<file path="src/rtl/pmix_code_ctrl.sv">
// Phase-mixer code controller: accumulates bang-bang PD votes over fixed windows and
// steps a modulo-CODE_MAX phase code (coarse in ACQ, fine in TRACK), with manual load.
module pmix_code_ctrl #(
    parameter int CODE_W     = 9,
    parameter int CODE_MAX   = 360,
    parameter int WIN_LEN    = 16,
    parameter int THR        = 4,
    parameter int ACQ_STEP   = 8,
    parameter int TRK_STEP   = 1,
    parameter int SETTLE_CYC = 4,
    parameter int LOCK_WIN   = 8,
    parameter int UNLOCK_RUN = 4
) (
    input  logic              clk,
    input  logic              rst,
    input  logic              en,
    input  logic              freeze,
    input  logic              vote_vld,
    input  logic              vote_up,
    input  logic              vote_dn,
    input  logic              load_req,
    input  logic [CODE_W-1:0] load_code,
    output logic              load_ack,
    output logic              load_err,
    output logic [CODE_W-1:0] code,
    output logic [CODE_W-1:0] code_90,
    output logic              code_upd,
    output logic              locked,
    output logic [1:0]        state
);
    // state | meaning
    // IDLE  | loop disabled, code held, window empty
    // ACQ   | coarse steps, counting quiet windows toward lock
    // TRACK | fine steps, counting same-direction steps toward unlock
    typedef enum logic [1:0] {
        S_IDLE  = 2'd0,
        S_ACQ   = 2'd1,
        S_TRACK = 2'd2
    } state_t;

    typedef enum logic [1:0] {
        DIR_NONE = 2'd0,
        DIR_UP   = 2'd1,
        DIR_DN   = 2'd2
    } dir_t;

    localparam int NET_W = $clog2(WIN_LEN) + 2;
    localparam int WC_W  = $clog2(WIN_LEN) + 1;
    localparam int SC_W  = $clog2(SETTLE_CYC + 1);
    localparam int QC_W  = $clog2(LOCK_WIN + 1);
    localparam int RC_W  = $clog2(UNLOCK_RUN + 1);

    localparam logic [CODE_W:0]        MAX_EXT = (CODE_W+1)'(CODE_MAX);
    localparam logic [CODE_W:0]        QTR_EXT = (CODE_W+1)'(CODE_MAX / 4);
    localparam logic [CODE_W:0]        ACQ_EXT = (CODE_W+1)'(ACQ_STEP);
    localparam logic [CODE_W:0]        TRK_EXT = (CODE_W+1)'(TRK_STEP);
    localparam logic signed [NET_W-1:0] THR_P  = NET_W'(THR);
    localparam logic signed [NET_W-1:0] THR_N  = NET_W'(-THR);

    state_t                    state_q, state_d;
    logic [CODE_W-1:0]         code_q, code_d;
    logic [CODE_W-1:0]         pend_code_q, pend_code_d;
    logic                      pend_q, pend_d;
    logic [WC_W-1:0]           win_q, win_d;
    logic signed [NET_W-1:0]   net_q, net_d;
    logic [SC_W-1:0]           settle_q, settle_d;
    logic [QC_W-1:0]           quiet_q, quiet_d;
    logic [RC_W-1:0]           run_q, run_d;
    dir_t                      last_q, last_d;
    logic                      upd_q, upd_d;
    logic                      ack_q, ack_d;
    logic                      err_q, err_d;

    logic [CODE_W:0]           code_ext;
    logic [CODE_W:0]           step_ext;
    logic [CODE_W:0]           up_sum;
    logic [CODE_W:0]           sum_90;
    logic [CODE_W-1:0]         code_up;
    logic [CODE_W-1:0]         code_dn;
    logic signed [NET_W-1:0]   vote_delta;
    logic signed [NET_W-1:0]   net_sum;
    logic [WC_W-1:0]           win_sum;
    logic                      win_close;
    logic                      vote_ok;
    dir_t                      step_dir;
    logic                      stepping;
    logic                      same_dir;
    logic [QC_W-1:0]           quiet_inc;
    logic [RC_W-1:0]           run_nxt;

    // Wrap arithmetic is done one bit wider so code+step never overflows before the compare.
    assign code_ext = {1'b0, code_q};
    assign step_ext = (state_q == S_TRACK) ? TRK_EXT : ACQ_EXT;
    assign up_sum   = code_ext + step_ext;
    assign code_up  = CODE_W'((up_sum >= MAX_EXT) ? up_sum - MAX_EXT : up_sum);
    assign code_dn  = CODE_W'((code_ext < step_ext) ? code_ext + MAX_EXT - step_ext
                                                    : code_ext - step_ext);
    assign sum_90   = code_ext + QTR_EXT;

    always_comb begin
        vote_delta = '0;
        if (vote_up && !vote_dn) begin
            vote_delta = NET_W'(1);
        end else if (vote_dn && !vote_up) begin
            vote_delta = '1;
        end
    end

    assign net_sum   = net_q + vote_delta;
    assign win_sum   = win_q + WC_W'(1);
    assign win_close = (win_sum == WC_W'(WIN_LEN));
    assign vote_ok   = vote_vld && (settle_q == '0) && (state_q != S_IDLE);
    assign step_dir  = (net_sum >= THR_P) ? DIR_UP : ((net_sum <= THR_N) ? DIR_DN : DIR_NONE);
    assign stepping  = (step_dir != DIR_NONE);
    assign same_dir  = stepping && (step_dir == last_q);
    assign quiet_inc = quiet_q + QC_W'(1);
    assign run_nxt   = same_dir ? run_q + RC_W'(1) : RC_W'(1);

    always_comb begin
        state_d     = state_q;
        code_d      = code_q;
        pend_code_d = pend_code_q;
        pend_d      = pend_q;
        win_d       = win_q;
        net_d       = net_q;
        quiet_d     = quiet_q;
        run_d       = run_q;
        last_d      = last_q;
        upd_d       = 1'b0;
        ack_d       = 1'b0;
        err_d       = 1'b0;
        settle_d    = (settle_q != '0) ? settle_q - SC_W'(1) : settle_q;

        if (load_req) begin
            ack_d    = 1'b1;
            settle_d = settle_q;
            if ({1'b0, load_code} >= MAX_EXT) begin
                err_d = 1'b1;
            end else begin
                code_d   = load_code;
                upd_d    = 1'b1;
                settle_d = SC_W'(SETTLE_CYC);
                win_d    = '0;
                net_d    = '0;
                pend_d   = 1'b0;
                quiet_d  = '0;
                run_d    = '0;
                last_d   = DIR_NONE;
                state_d  = en ? S_ACQ : S_IDLE;
            end
        end else if (!en) begin
            state_d = S_IDLE;
            win_d   = '0;
            net_d   = '0;
            pend_d  = 1'b0;
            quiet_d = '0;
            run_d   = '0;
            last_d  = DIR_NONE;
        end else begin
            if (state_q == S_IDLE) begin
                state_d = S_ACQ;
            end
            if (!freeze) begin
                // A decided step lands one cycle after the closing vote.
                if (pend_q) begin
                    code_d   = pend_code_q;
                    upd_d    = 1'b1;
                    settle_d = SC_W'(SETTLE_CYC);
                    pend_d   = 1'b0;
                end
                if (vote_ok) begin
                    if (!win_close) begin
                        win_d = win_sum;
                        net_d = net_sum;
                    end else begin
                        win_d = '0;
                        net_d = '0;
                        if (stepping) begin
                            pend_d      = 1'b1;
                            pend_code_d = (step_dir == DIR_UP) ? code_up : code_dn;
                            last_d      = step_dir;
                        end
                        if (state_q == S_ACQ) begin
                            quiet_d = same_dir ? '0 : quiet_inc;
                            if (!same_dir && (quiet_inc >= QC_W'(LOCK_WIN))) begin
                                state_d = S_TRACK;
                                quiet_d = '0;
                                run_d   = '0;
                            end
                        end else begin
                            run_d = stepping ? run_nxt : '0;
                            if (stepping && (run_nxt >= RC_W'(UNLOCK_RUN))) begin
                                state_d = S_ACQ;
                                run_d   = '0;
                                quiet_d = '0;
                            end
                        end
                    end
                end
            end
        end
    end

    always_ff @(posedge clk) begin
        if (rst) begin
            state_q     <= S_IDLE;
            code_q      <= '0;
            pend_code_q <= '0;
            pend_q      <= 1'b0;
            win_q       <= '0;
            net_q       <= '0;
            settle_q    <= '0;
            quiet_q     <= '0;
            run_q       <= '0;
            last_q      <= DIR_NONE;
            upd_q       <= 1'b0;
            ack_q       <= 1'b0;
            err_q       <= 1'b0;
        end else begin
            state_q     <= state_d;
            code_q      <= code_d;
            pend_code_q <= pend_code_d;
            pend_q      <= pend_d;
            win_q       <= win_d;
            net_q       <= net_d;
            settle_q    <= settle_d;
            quiet_q     <= quiet_d;
            run_q       <= run_d;
            last_q      <= last_d;
            upd_q       <= upd_d;
            ack_q       <= ack_d;
            err_q       <= err_d;
        end
    end

    assign code     = code_q;
    assign code_90  = CODE_W'((sum_90 >= MAX_EXT) ? sum_90 - MAX_EXT : sum_90);
    assign code_upd = upd_q;
    assign load_ack = ack_q;
    assign load_err = err_q;
    assign locked   = (state_q == S_TRACK);
    assign state    = state_q;

endmodule

</file>
<file path="config.mk">
export PLATFORM = sky130hd
export DESIGN_NAME = pmix_code_ctrl
export DESIGN_NICKNAME = d
export VERILOG_FILES = /design/src/rtl/pmix_code_ctrl.sv
export SDC_FILE = /design/constraint.sdc
export NUM_CORES = 1
export LEC_CHECK = 0
export BUFFER_PORTS_ARGS = -buffer_cell sky130_fd_sc_hd__buf_4
export CAP_MARGIN = 40
export CORE_MARGIN = 1.5
export CORE_UTILIZATION = 40
export DETAILED_ROUTE_END_ITERATION = 8
export SYNTH_ARGS = -nofsm -noshare
export SYNTH_HDL_FRONTEND = slang
export SYNTH_SLANG_ARGS = --single-unit
</file>
<file path="constraint.sdc">
create_clock -name clk -period 4.2 [get_ports clk]
set_input_delay 0 -clock clk [delete_from_list [all_inputs] [get_ports clk]]
set_output_delay 0 -clock clk [all_outputs]
set_load 0.03 [all_outputs]
</file>
After elaboration in Yosys (flattened, before gate mapping)
Cells that the tools add are included.

Register bits: 47. Output and inout bits: 24. Logic and storage cells: 158.

$add $sub $neg: 12. $lt $le $gt $ge: 8. Equal/unequal tests: 13. Muxes and demuxes: 85. Bitwise operators: 2. Reduce and logical (&&, ||, !) cells: 25.

Operators by type and width (number): $mux W9 (9); $mux W3 (17); $mux W6 (8); $mux W4 (11); $mux W2 (19); $mux W5 (6); $ge A10 B9 Y1 const B (2); $sub A9 B4 Y9 (2); $sub A9 B9 Y9 const B (2); $mux W1 (15); $reduce_and A5 Y1 (3); $add A9 B4 Y10 (1); $add A9 B7 Y10 const B (1); $add A9 B9 Y9 const B (1); $ge A9 B9 Y1 const B (1); $lt A9 B4 Y1 (1); $ne A3 B1 Y1 const B (3); $reduce_bool A2 Y1 (4); $logic_and A1 B1 Y1 (7); $add A6 B6 Y6 (1); $ge A6 B4 Y1 const B (1); $le A6 B3 Y1 const B (1); $reduce_and A6 Y1 (1); $add A5 B1 Y5 const B (1); other kinds (23) (27).

Depth between registers and ports, before layout
Gate-level depths: netlist (run 1).

Depth after elaboration: 20. Gate-level depth with buffers: 14. Depth with buffers taken out: 14.

Worst setup path before layout (run 1)
OpenSTA, ideal clock, no wires.

Path kind: register to register. Start point: register state_q[1], in the netlist state[1]. End point: register pend_code_q[6]. Setup time: 0.091 ns. Data arrival time: 3.354 ns. Data required time: 4.109 ns. Path slack: 0.755 ns. Cell stages (with the launch flop): 13. Clock period less this slack: 3.445 ns. Path through: dfxtp_1 nand2b_1 inv_1 ha_1 ha_1 a21oi_1 or3_1 a222oi_1 a211oi_1 a211o_1 a22oi_1 nand2_1 a311oi_1.

Word-level cells in the longest chain between the ends: 6. Elaborated cells on any way between the ends: 14. Those cells by class: add/sub (4); order compare (2); eq/ne (1); mux (4); reduce/logical (3).

Ends and longest elaborated chain: start, declared (RTL line 60) `state_t state_q, state_d;`; start signal, assigned (RTL line 220) `state_q <= state_d;`; $eq A2 B2 Y1 (*); net locked (RTL line 28) `output logic locked,`; $mux W4 (*) (RTL line 93) `assign step_ext = (state_q == S_TRACK) ? TRK_EXT : ACQ_EXT;`; $add A9 B4 Y10 (RTL line 94) `assign up_sum = code_ext + step_ext;`; $sub A9 B9 Y9 or $ge A10 B9 Y1 (tied branches) (RTL line 95) `assign code_up = CODE_W'((up_sum >= MAX_EXT) ? up_sum - MAX_EXT : up_sum);`; $mux W9 (RTL line 95); $mux W9 (*) (RTL line 180) `pend_code_d = (step_dir == DIR_UP) ? code_up : code_dn;`; end signal, assigned (RTL line 222) `pend_code_q <= pend_code_d;`; end, declared (RTL line 62) `logic [CODE_W-1:0] pend_code_q, pend_code_d;`.

The timed path passes the listed nets; every way through them passes the cells marked *. A chain may end at the register's enable or synchronous reset.

Worst setup path after layout (run 1)
Start point: register state_q[0], in the netlist state[0]. End point: register pend_code_q[7].

Word-level cells in the longest chain between the ends: 6. Elaborated cells on any way between the ends: 14. Those cells by class: add/sub (4); order compare (2); eq/ne (1); mux (4); reduce/logical (3).

Ends and longest elaborated chain (RTL line): $eq A2 B2 Y1 (93); $mux W4 (93); $add A9 B4 Y10 (94); $sub A9 B9 Y9 or $ge A10 B9 Y1 (tied branches) (95); $mux W9 (95); $mux W9 (180).

Parallel ways exist; a longest one is shown, timed or not.

==> results of run 1 <==
## state kept, by name (all words and copies together), names as in the netlist
register	cells
code	9
code_upd	1
last_q	2
load_ack	1
load_err	1
net_q	6
pend_code_q	9
pend_q	1
quiet_q	4
run_q	3
settle_q	3
state	2
win_q	5
## through the flow
stage	area, µm²	total power, µW
floorplan	3820	788
global placement	4200	899
detailed placement	4210	904
CTS	4320	1240
global route	4320	1300
finish	4320	1220
## area by class of cell
type	instances	area, µm²
flip-flops and latches	47	941
multi-input cells	379	2680
inverters	25	93.8
repair buffers	45	338
fillers	903	4920
well taps	129	161
clock buffers	5	68.8
clock inverters	2	37.5
## layer usage
layer / routed length [µm] / global-route usage [%]
met2: 3930 / 28.8
met3: 445 / 2.43
met1: 4870 / 30.1
met4: 89 / 3.90
met5: 0 / 0
## cells in the final DEF, fill, tap and decap left out, drive strengths merged, types with 3 or more instances in the layout
master  count
ha         29
mux2i      15
a22oi       5
nand2      30
nor4        4
xor2        8
o211ai      7
nor3       10
o21ai      27
nand4       3
nand3      12
dfxtp      47
nand3b      3
clkbuf      5
a211o       3
nor2       42
buf        45
nor3b       3
a21oi      35
or3         3
nor2b       9
o32ai       4
and2        7
and3        3
nand2b     21
xnor2      20
inv        24
nand4b      3
a211oi     20
o41ai       3
o31ai       5
a31oi       3
## kinds of logic after synthesis
family                     after synthesis  share of synthesized area, %
and+or+nand+nor                        163                          22.3
AOI/OAI and AO/OA                      140                          26.2
buffers and inverters                   48                          5.40
DFF                                     47                          24.6
adders and majority gates               31                          10.5
xor gates and xnor gates                28                          6.41
muxes                                   17                          4.52
## worst paths after layout
path	startpoint	to	slack, ns
max reg2reg	state[0]$_SDFFE_PP0N_	pend_code_q[7]$_SDFFE_PP0P_	0.48
max	state[0]$_SDFFE_PP0N_	pend_code_q[7]$_SDFFE_PP0P_	0.48
min	load_code[0]	code[0]$_SDFFE_PP0P_	0.05
min reg2reg	settle_q[2]$_SDFFE_PP0N_	settle_q[2]$_SDFFE_PP0N_	0.48
## worst min-delay path: stages
cell                       delay [ns]
sky130_fd_sc_hd__buf_4           0.11
sky130_fd_sc_hd__mux2i_1         0.12
sky130_fd_sc_hd__a211oi_1        0.08
## power by group
part           internal [µW]  leakage, µW  switching [µW]  total [µW]
Clock                    174    0.0000502             154         328
Sequential               460     0.000382            25.8         486
Combinational            162      0.00130             248         410
==> impl_metrics.toml, run 1 <==
[worst_setup_path]
critical_path_cell_count = 13
critPathRequiredTime_ns = 4.41
critical-path-max-stage-delay_ns = 0.62
setup.worst_path.class = "reg -> reg"
crit_chain = "nand2b_1 > ha_1 > inv_1 > ha_1 > a21oi_1 > xnor2_1 > a222oi_1 > buf_4 > a211oi_1 > mux2i_1 > mux2i_1 > xnor2_1 > a211oi_1"
timing.critical_path.fanout_max = 6
critical_path.top_delay_family = "compound AO/OA/AOI/OAI gates"
crit_slowest_cell = "sky130_fd_sc_hd__a211oi_1"
timing.critical_path.to_type = "register"
critical_path_buf_inv_count = 2
worst_setup_path_start_kind = "register"
worst_ep_arrival_time_ns = 3.93
worst-r2r-cell-count = 13

[grt]
initial_antenna_violation_count = 0
grt_first_pass_wirelength_mm = 15.9
first_global_vias = 3178
grtUsageTotal_pct = 19.5
grt_overflow_total = 0
grt_max_degree = 48

[place]
hpwl_mm = 7.08
place.port_buffers = 40
place.detailed.instances = 625
pre_cts_slack_ns = 0.532
globalplace.congestion = 0.940

[cts]
worst_setup_hold_path_clk_slew_ns = 0.09
clock_sinks = 47
ctsHtreeMaxLevel = 2
worstSkewPairLatency_ns = 0.30
cts_tree = "yes"
post_cts.repair.setup_buffers = 0
tritoncts.num_buffers = 5
clockRootBuffer = "sky130_fd_sc_hd__clkbuf_8"
ctsHoldBuffers = 0
post_cts_resized = 0
cts-root-to-sink-buffers = 2

[sta]
finalSetupTns_ns = 0
clock-skew-final_ns = 0.00934
tightestPinTransition_ns = 0.724
fmax_mhz = 269
worst_slew_margin_rel_pct = 51.0
unrepaired_setup_endpoints_after_global_routing = "false"
report.final.setup_viol = 0
period_needed_ns = 3.72
timing_max_transition_violations_final = 0
final-hold-violation-count = 0
layout_worst_path_cycle_share_pct = 88.6
pnr_worst_setup_slack_ns = 0.477
timing.hold.ws_ns = 0.0538

[synth]
ys_seq_area_share_pct = 24.6
post_synth_instance_area_um2 = 3820
post-synth-top-area-fraction_pct = 24.6
postSynth.topFlopCell = "sky130_fd_sc_hd__dfxtp_1"
synth.cells.most_frequent = "47 x sky130_fd_sc_hd__dfxtp_1, 42 x sky130_fd_sc_hd__nor2_1, 35 x sky130_fd_sc_hd__a21oi_1"
synth_top_area_cell = "sky130_fd_sc_hd__dfxtp_1"
postSynthNetCount = 522
synth.top_cells.by_area = "sky130_fd_sc_hd__dfxtp_1 25%, sky130_fd_sc_hd__ha_1 9.5%, sky130_fd_sc_hd__a21oi_1 4.6%, sky130_fd_sc_hd__xnor2_1 4.6%, sky130_fd_sc_hd__nor2_1 4.1%"
number_of_standard_cells_after_synthesis = 474
async_reset_ff_share_pct = 0
synth.ff_latch_count = 47
count_of_flip_flops_with_a_built_in_enable_after_synthesis = 0
synth_area_per_cell_um2 = 8.07
synthMostInstantiatedCell = "sky130_fd_sc_hd__dfxtp_1"
netlist-cell-type-count = 73
ys_warn_count = 0

[power_and_ir_drop]
total_leakage_power_uw = 0.00173
peakVddDrop_uv = 171
power-per-cell-area_nw_per_um2 = 284

[floorplan]
floorplan.core_area_um2 = 9240
initial_core_util_pct = 41.4
top_level_ports = 41
chipHeight_um = 101
rows = 35
fp.dieW_um = 101
fp.dieArea_um2 = 10200

[cells_and_area]
num_antenna_cells = 0
nNetsFinal = 551
non_filler_cells_in_the_finished_layout = 632
final_core_util_pct = 46.7
drive_gt1_share_pct = 13.1
layout-area-overhead-vs-synth_pct = 12.9

[job]
cap_viol_max_count = 0

[drt]
drt_first_iter_violations = 143
via_count = 3457
vias_per_cell = 5.47
drc = 0
drtPass1Iterations = 4
routed_wire_length_per_instance_um = 14.8
routed_wl_mm = 9.34
route.antenna.remaining_nets = 0

[min_path]
min_path_cells = 3
worstHoldPathType = "in -> reg"

[outcome]
status = "completed"
No activity file was read; power rests on OpenSTA's default activity.
==> run 2: changes to the inputs <==
Clock period 4.2 ns to 4.1 ns, I/O delays scaled along.
==> run 2 against run 1 <==
- clock skew fell by 0.0029 ns
- sequential share of layout area fell by 0.11 points
- setup slack improved by 0.11 ns
- power rose by 5.0%
- largest cell class unchanged
- highest routed layer unchanged
==> impl_metrics.toml, run 2 (synthesized netlist as in run 1, its figures left out) <==
[outcome]
status = "completed"

[place]
hpwl_mm = 7.29
placed_area_um2 = 4220
place.port_buffers = 40
pre_cts_slack_ns = 0.424
globalplace.congestion = 0.932

[grt]
first_global_vias = 3320
grt_max_degree = 48
grt_first_pass_wirelength_mm = 16.3
grtUsageTotal_pct = 20.1
grt_overflow_total = 0
initial_antenna_violation_count = 0

[worst_setup_path]
critPathRequiredTime_ns = 4.33
critical_path.top_delay_family = "compound AO/OA/AOI/OAI gates"
worst_ep_arrival_time_ns = 3.74
r2r_start = "code[3]$_SDFFE_PP0P_"
worst-r2r-cell-count = 13
crit_chain = "inv_1 > ha_1 > inv_1 > ha_1 > a21oi_1 > xnor2_1 > a222oi_1 > buf_4 > a211oi_2 > mux2i_1 > mux2i_1 > xnor2_1 > a211oi_1"
worst_setup_path_start_kind = "register"
critical_path.endpoint = "pend_code_q[7]$_SDFFE_PP0P_"
crit_slowest_cell = "sky130_fd_sc_hd__dfxtp_1"
timing.critical_path.fanout_max = 8
setup.worst_path.class = "reg -> reg"
setup.worst_path.start = "code[3]$_SDFFE_PP0P_"
critical_path_buf_inv_count = 3
r2r_end = "pend_code_q[7]$_SDFFE_PP0P_"
critical_path_cell_count = 13
critical-path-max-stage-delay_ns = 0.50
reg2reg_slack_ns = 0.59
timing.critical_path.to_type = "register"

[drt]
vias_per_cell = 5.55
drt_first_iter_violations = 137
routed_wl_mm = 9.61
route.antenna.remaining_nets = 0
via_count = 3518
drc = 0
drtPass1Iterations = 4
routed_wire_length_per_instance_um = 15.2

[cts]
ctsHoldBuffers = 0
cts-root-to-sink-buffers = 2
worstSkewPairLatency_ns = 0.31
ctsHtreeMaxLevel = 2
cts_tree = "yes"
clockRootBuffer = "sky130_fd_sc_hd__clkbuf_8"
post_cts.repair.setup_buffers = 0
tritoncts.num_buffers = 5
worst_setup_hold_path_clk_slew_ns = 0.10
clock_sinks = 47

[floorplan]
chipHeight_um = 101
rows = 35
initial_core_util_pct = 41.4
top_level_ports = 41
fp.dieW_um = 101
floorplan.core_area_um2 = 9240
fp.dieArea_um2 = 10200

[cells_and_area]
nNetsFinal = 552
mostFrequentLayoutCells = "47 x sky130_fd_sc_hd__dfxtp_1, 46 x sky130_fd_sc_hd__buf_4, 42 x sky130_fd_sc_hd__nor2_1, 35 x sky130_fd_sc_hd__a21oi_1, 30 x sky130_fd_sc_hd__nand2_1"
mostFrequentLayoutCell = "sky130_fd_sc_hd__dfxtp_1"
layout.cell_area.non_filler_um2 = 4340
num_antenna_cells = 0
layout-area-overhead-vs-synth_pct = 13.5
filler_instances = 943
drive_gt1_share_pct = 13.7

[power_and_ir_drop]
power-per-cell-area_nw_per_um2 = 296
total_leakage_power_uw = 0.00174
power_uw = 1290
peakVddDrop_uv = 163

[sta]
layout_worst_path_cycle_share_pct = 85.7
final-hold-violation-count = 0
report.final.setup_viol = 0
period_needed_ns = 3.51
fmax_mhz = 285
timing_max_transition_violations_final = 0
pnr_worst_setup_slack_ns = 0.588
timing.hold.ws_ns = 0.0381
finalSetupTns_ns = 0
worst_slew_margin_rel_pct = 54.5
clock-skew-final_ns = 0.00645
unrepaired_setup_endpoints_after_global_routing = "false"
tightestPinTransition_ns = 0.673

[min_path]
worstHoldPathType = "in -> reg"

[job]
cap_viol_max_count = 0
[run 2: cell types whose count changed in the layout (fill, tap and decap cells not counted)]
cell,delta
sky130_fd_sc_hd__a211oi_1,-1
sky130_fd_sc_hd__buf_4,+1
sky130_fd_sc_hd__a211oi_2,+1
sky130_fd_sc_hd__inv_6,+1
sky130_fd_sc_hd__clkinvlp_4,-1
sky130_fd_sc_hd__clkinv_4,+1
[run 2: layout make-up]
cell class / count / area [µm²] / share of cell area, %
multi-input combinational: 379 / 2680 / 61.8
clock buffer: 5 / 68.8 / 1.59
sequential: 47 / 941 / 21.7
clock inverter: 3 / 47.5 / 1.10
tap: 129 / 161 / 3.72
timing repair buffer: 46 / 345 / 7.96
inverter: 25 / 93.8 / 2.16
[run 2: layer usage]
| metal | vias up | GRT usage, % | part of all wire [%] |
|---|---|---|---|
| met5 | - | 0 | 0 |
| met4 | 0 | 4.98 | 1.0 |
| met3 | 8 | 4.16 | 5.5 |
| met2 | 75 | 30.2 | 43 |
| met1 | 1646 | 29.3 | 51 |
| li1 | 1789 | - | - |
[run 2: worst min-delay path by stage]
stage	from	endpoint	slack, ns	cells past startpoint
CTS	load_code[2]	code[2]$_SDFFE_PP0P_	0.03	3
finish	load_code[2]	code[2]$_SDFFE_PP0P_	0.04	3
global placement	load_code[0]	code[0]$_SDFFE_PP0P_	0.36	3
floorplan	rst	last_q[0]$_SDFFE_PP0P_	0.21	3
detailed placement	load_code[1]	code[1]$_SDFFE_PP0P_	0.37	3
global route	load_code[2]	code[2]$_SDFFE_PP0P_	0.04	3
[run 2: worst register-to-register path, stage by stage, from the launching register on]
cell and delay (ns):
sky130_fd_sc_hd__dfxtp_1 0.50, sky130_fd_sc_hd__inv_1 0.13, sky130_fd_sc_hd__ha_1 0.42, sky130_fd_sc_hd__inv_1 0.11
sky130_fd_sc_hd__ha_1 0.21, sky130_fd_sc_hd__a21oi_1 0.32, sky130_fd_sc_hd__xnor2_1 0.24, sky130_fd_sc_hd__a222oi_1 0.17
sky130_fd_sc_hd__buf_4 0.18, sky130_fd_sc_hd__a211oi_2 0.44, sky130_fd_sc_hd__mux2i_1 0.24, sky130_fd_sc_hd__mux2i_1 0.11
sky130_fd_sc_hd__xnor2_1 0.14, sky130_fd_sc_hd__a211oi_1 0.24
[run 2: stage by stage]
| stage | util, % | instances |
|---|---|---|
| 3_3_place_gp | 45.6 | 625 |
| 6_report | 47.0 | 634 |
| 4_1_cts | 46.9 | 634 |
| 3_5_place_dp | 45.6 | 626 |
| 5_1_grt | 47.0 | 634 |
| 2_1_floorplan | - | 474 |
[run 2: power by group]
group	total (µW)	leakage, µW	switching [µW]	internal, µW
clock network	364	0.0000587	179	185
logic	422	0.00130	256	166
registers	499	0.000382	27.0	472
[run 2: repair_timing]
item                       4_1_cts  5_1_grt
setup endpoints to repair        0        1
resized for setup                0        1
hold endpoints to repair         0        0
==> run 3: changes to the inputs <==
Settings changed: RECOVER_POWER from default to 50.
==> run 3 against run 2 <==
- the run now ends with capacitance limit, slew limit left
- clock-buffer cell count did not move
- sequential share of layout area rose by 0.38 points
- non-clock buffer count did not move
- design area fell by 1.7%
- flip-flop and latch count did not move
- power fell by 0.52%
- via count rose by 0.23%
- core utilization fell by 0.81 points
- critical path depth did not move
- setup slack got worse by 0.012 ns
- critical path type unchanged
- highest routed layer unchanged
==> impl_metrics.toml, run 3 (synthesized netlist as in run 1, its figures left out) <==
[worst_setup_path]
crit_chain = "nand2b_1 > ha_1 > inv_1 > ha_1 > a21oi_1 > xnor2_1 > a222oi_1 > buf_4 > a211oi_2 > mux2i_1 > mux2i_1 > xnor2_1 > a211oi_1"
crit_slowest_cell = "sky130_fd_sc_hd__a211oi_2"
r2r_start = "state[1]$_SDFFE_PP0N_"
reg2reg_slack_ns = 0.58
timing.critical_path.to_type = "register"
setup.worst_path.class = "reg -> reg"
critPathRequiredTime_ns = 4.31
worst_ep_arrival_time_ns = 3.73
timing.critical_path.fanout_max = 6
critical-path-max-stage-delay_ns = 0.44
worst_setup_path_start_kind = "register"
worst-r2r-cell-count = 13
r2r_end = "pend_code_q[7]$_SDFFE_PP0P_"

[sta]
timing_max_transition_violations_final = 48
layout_worst_path_cycle_share_pct = 86.0
finalSetupTns_ns = 0
period_needed_ns = 3.52
worst_slew_margin_rel_pct = -41.2
clock-skew-final_ns = 0.00712
report.final.setup_viol = 0
fmax_mhz = 284
unrepaired_setup_endpoints_after_global_routing = "false"
tightestPinTransition_ns = 2.12
final-hold-violation-count = 0

[cts]
ctsHtreeMaxLevel = 2
tritoncts.num_buffers = 5
cts-root-to-sink-buffers = 2
cts_tree = "yes"
post_cts.repair.setup_buffers = 0
worst_setup_hold_path_clk_slew_ns = 0.10
worstSkewPairLatency_ns = 0.31
clock_sinks = 47
clockRootBuffer = "sky130_fd_sc_hd__clkbuf_8"

[place]
place.port_buffers = 40
hpwl_mm = 7.29
globalplace.congestion = 0.932

[power_and_ir_drop]
power-per-cell-area_nw_per_um2 = 300
pwr-share-clk_pct = 28.7
net-switching-power_uw = 465
combinationalPowerShare_pct = 32.3
internal-power_uw = 813
share_seq_of_total_power_pct = 39.0
peakVddDrop_uv = 163
total_leakage_power_uw = 0.00166
p_sw_share_pct = 36.4

[cells_and_area]
final_core_util_pct = 46.1
drive_gt1_share_pct = 9.70
layout-area-overhead-vs-synth_pct = 11.5
mostFrequentLayoutCells = "47 x sky130_fd_sc_hd__dfxtp_1, 42 x sky130_fd_sc_hd__nor2_1, 35 x sky130_fd_sc_hd__a21oi_1, 30 x sky130_fd_sc_hd__nand2_1, 29 x sky130_fd_sc_hd__ha_1"
filler_instances = 959
nNetsFinal = 552
num_antenna_cells = 0
mostFrequentLayoutCell = "sky130_fd_sc_hd__dfxtp_1"

[drt]
routed_wl_mm = 9.66
route.antenna.remaining_nets = 0
drc = 0
drt_first_iter_violations = 133
via_count = 3526
vias_per_cell = 5.56
routed_wire_length_per_instance_um = 15.2
drtPass1Iterations = 4

[floorplan]
floorplan.core_area_um2 = 9240
top_level_ports = 41
rows = 35
chipHeight_um = 101
fp.dieW_um = 101
fp.dieArea_um2 = 10200
initial_core_util_pct = 41.4

[min_path]
hold_endpoint = "code[2]$_SDFFE_PP0P_"
holdCritStartpoint = "load_code[2]"
worstHoldPathType = "in -> reg"
min_path_cells = 3

[grt]
grt_overflow_total = 0
grt_first_pass_wirelength_mm = 16.3
grtUsageTotal_pct = 20.1
first_global_vias = 3320
grt_max_degree = 48
initial_antenna_violation_count = 0

[outcome]
violated_checks = "capacitance limit, slew limit"
status = "finished, violations left"

[job]
cap_viol_max_count = 1
[run 3: worst max-delay path: cells and delay by family, from the launching register on]
| kind | cells | cell delay [ns] |
|---|---|---|
| xor+xnor | 2 | 0.38 |
| mux | 2 | 0.35 |
| buf+inv | 2 | 0.29 |
| simple gates | 1 | 0.17 |
| fa+ha+maj | 2 | 0.64 |
| flops | 1 | 0.43 |
| compound gates | 4 | 1.16 |
[run 3: cell type report]
cell class                      count  area [µm²]  area share (%)
Clock buffer                        5        68.8            1.61
Inverter                           25        93.8            2.20
Tap cell                          129         161            3.79
Clock inverter                      3        47.5            1.12
Multi-Input combinational cell    379        2680            62.9
Sequential cell                    47         941            22.1
Timing Repair Buffer               46         270            6.34
[run 3: worst max-delay path by stage]
stage                               start                           to  slack [ns]  cells past startpoint
floorplan           state[1]$_SDFFE_PP0N_  pend_code_q[6]$_SDFFE_PP0P_        0.66                     12
global placement     code[3]$_SDFFE_PP0P_  pend_code_q[7]$_SDFFE_PP0P_        0.51                     13
detailed placement   code[3]$_SDFFE_PP0P_  pend_code_q[7]$_SDFFE_PP0P_        0.42                     13
CTS                  code[3]$_SDFFE_PP0P_  pend_code_q[7]$_SDFFE_PP0P_        0.36                     13
global route         code[3]$_SDFFE_PP0P_  pend_code_q[7]$_SDFFE_PP0P_        0.19                     13
finish              state[1]$_SDFFE_PP0N_  pend_code_q[7]$_SDFFE_PP0P_        0.58                     13
[run 3: metal layers]
layer | vias up | part of all wire (%) | GRT usage (%)
met4 | 0 | 1.1 | 4.98
met5 | - | 0 | 0
met2 | 75 | 42 | 30.2
li1 | 1789 | - | -
met3 | 10 | 5.0 | 4.16
met1 | 1652 | 52 | 29.3
[run 3: stage by stage]
stage	instances	power [µW]	hold WS, ns	setup slack [ns]	instance area (µm²)
after floorplan	474	807	0.213	0.655	3820
after CTS	634	1300	0.0315	0.355	4330
after global routing	634	1350	0.0414	0.186	4260
after detailed placement	626	929	0.370	0.424	4220
final	634	1280	0.0373	0.576	4260
after global placement	625	923	0.360	0.514	4210
[run 3: what timing repair did]
| item | 4_1_cts | 5_1_grt |
|---|---|---|
| setup endpoints to repair | 0 | 1 |
| hold buffers | 0 | 0 |
| gates resized for setup | 0 | 1 |
[run 3: power groups by stage]
stage          registers [µW]  logic (µW)  clock network, µW
2_1_floorplan             514         293                  0
3_3_place_gp              508         415                  0
3_5_place_dp              509         420                  0
4_1_cts                   498         422                376
5_1_grt                   502         459                393
6_report                  499         413                367
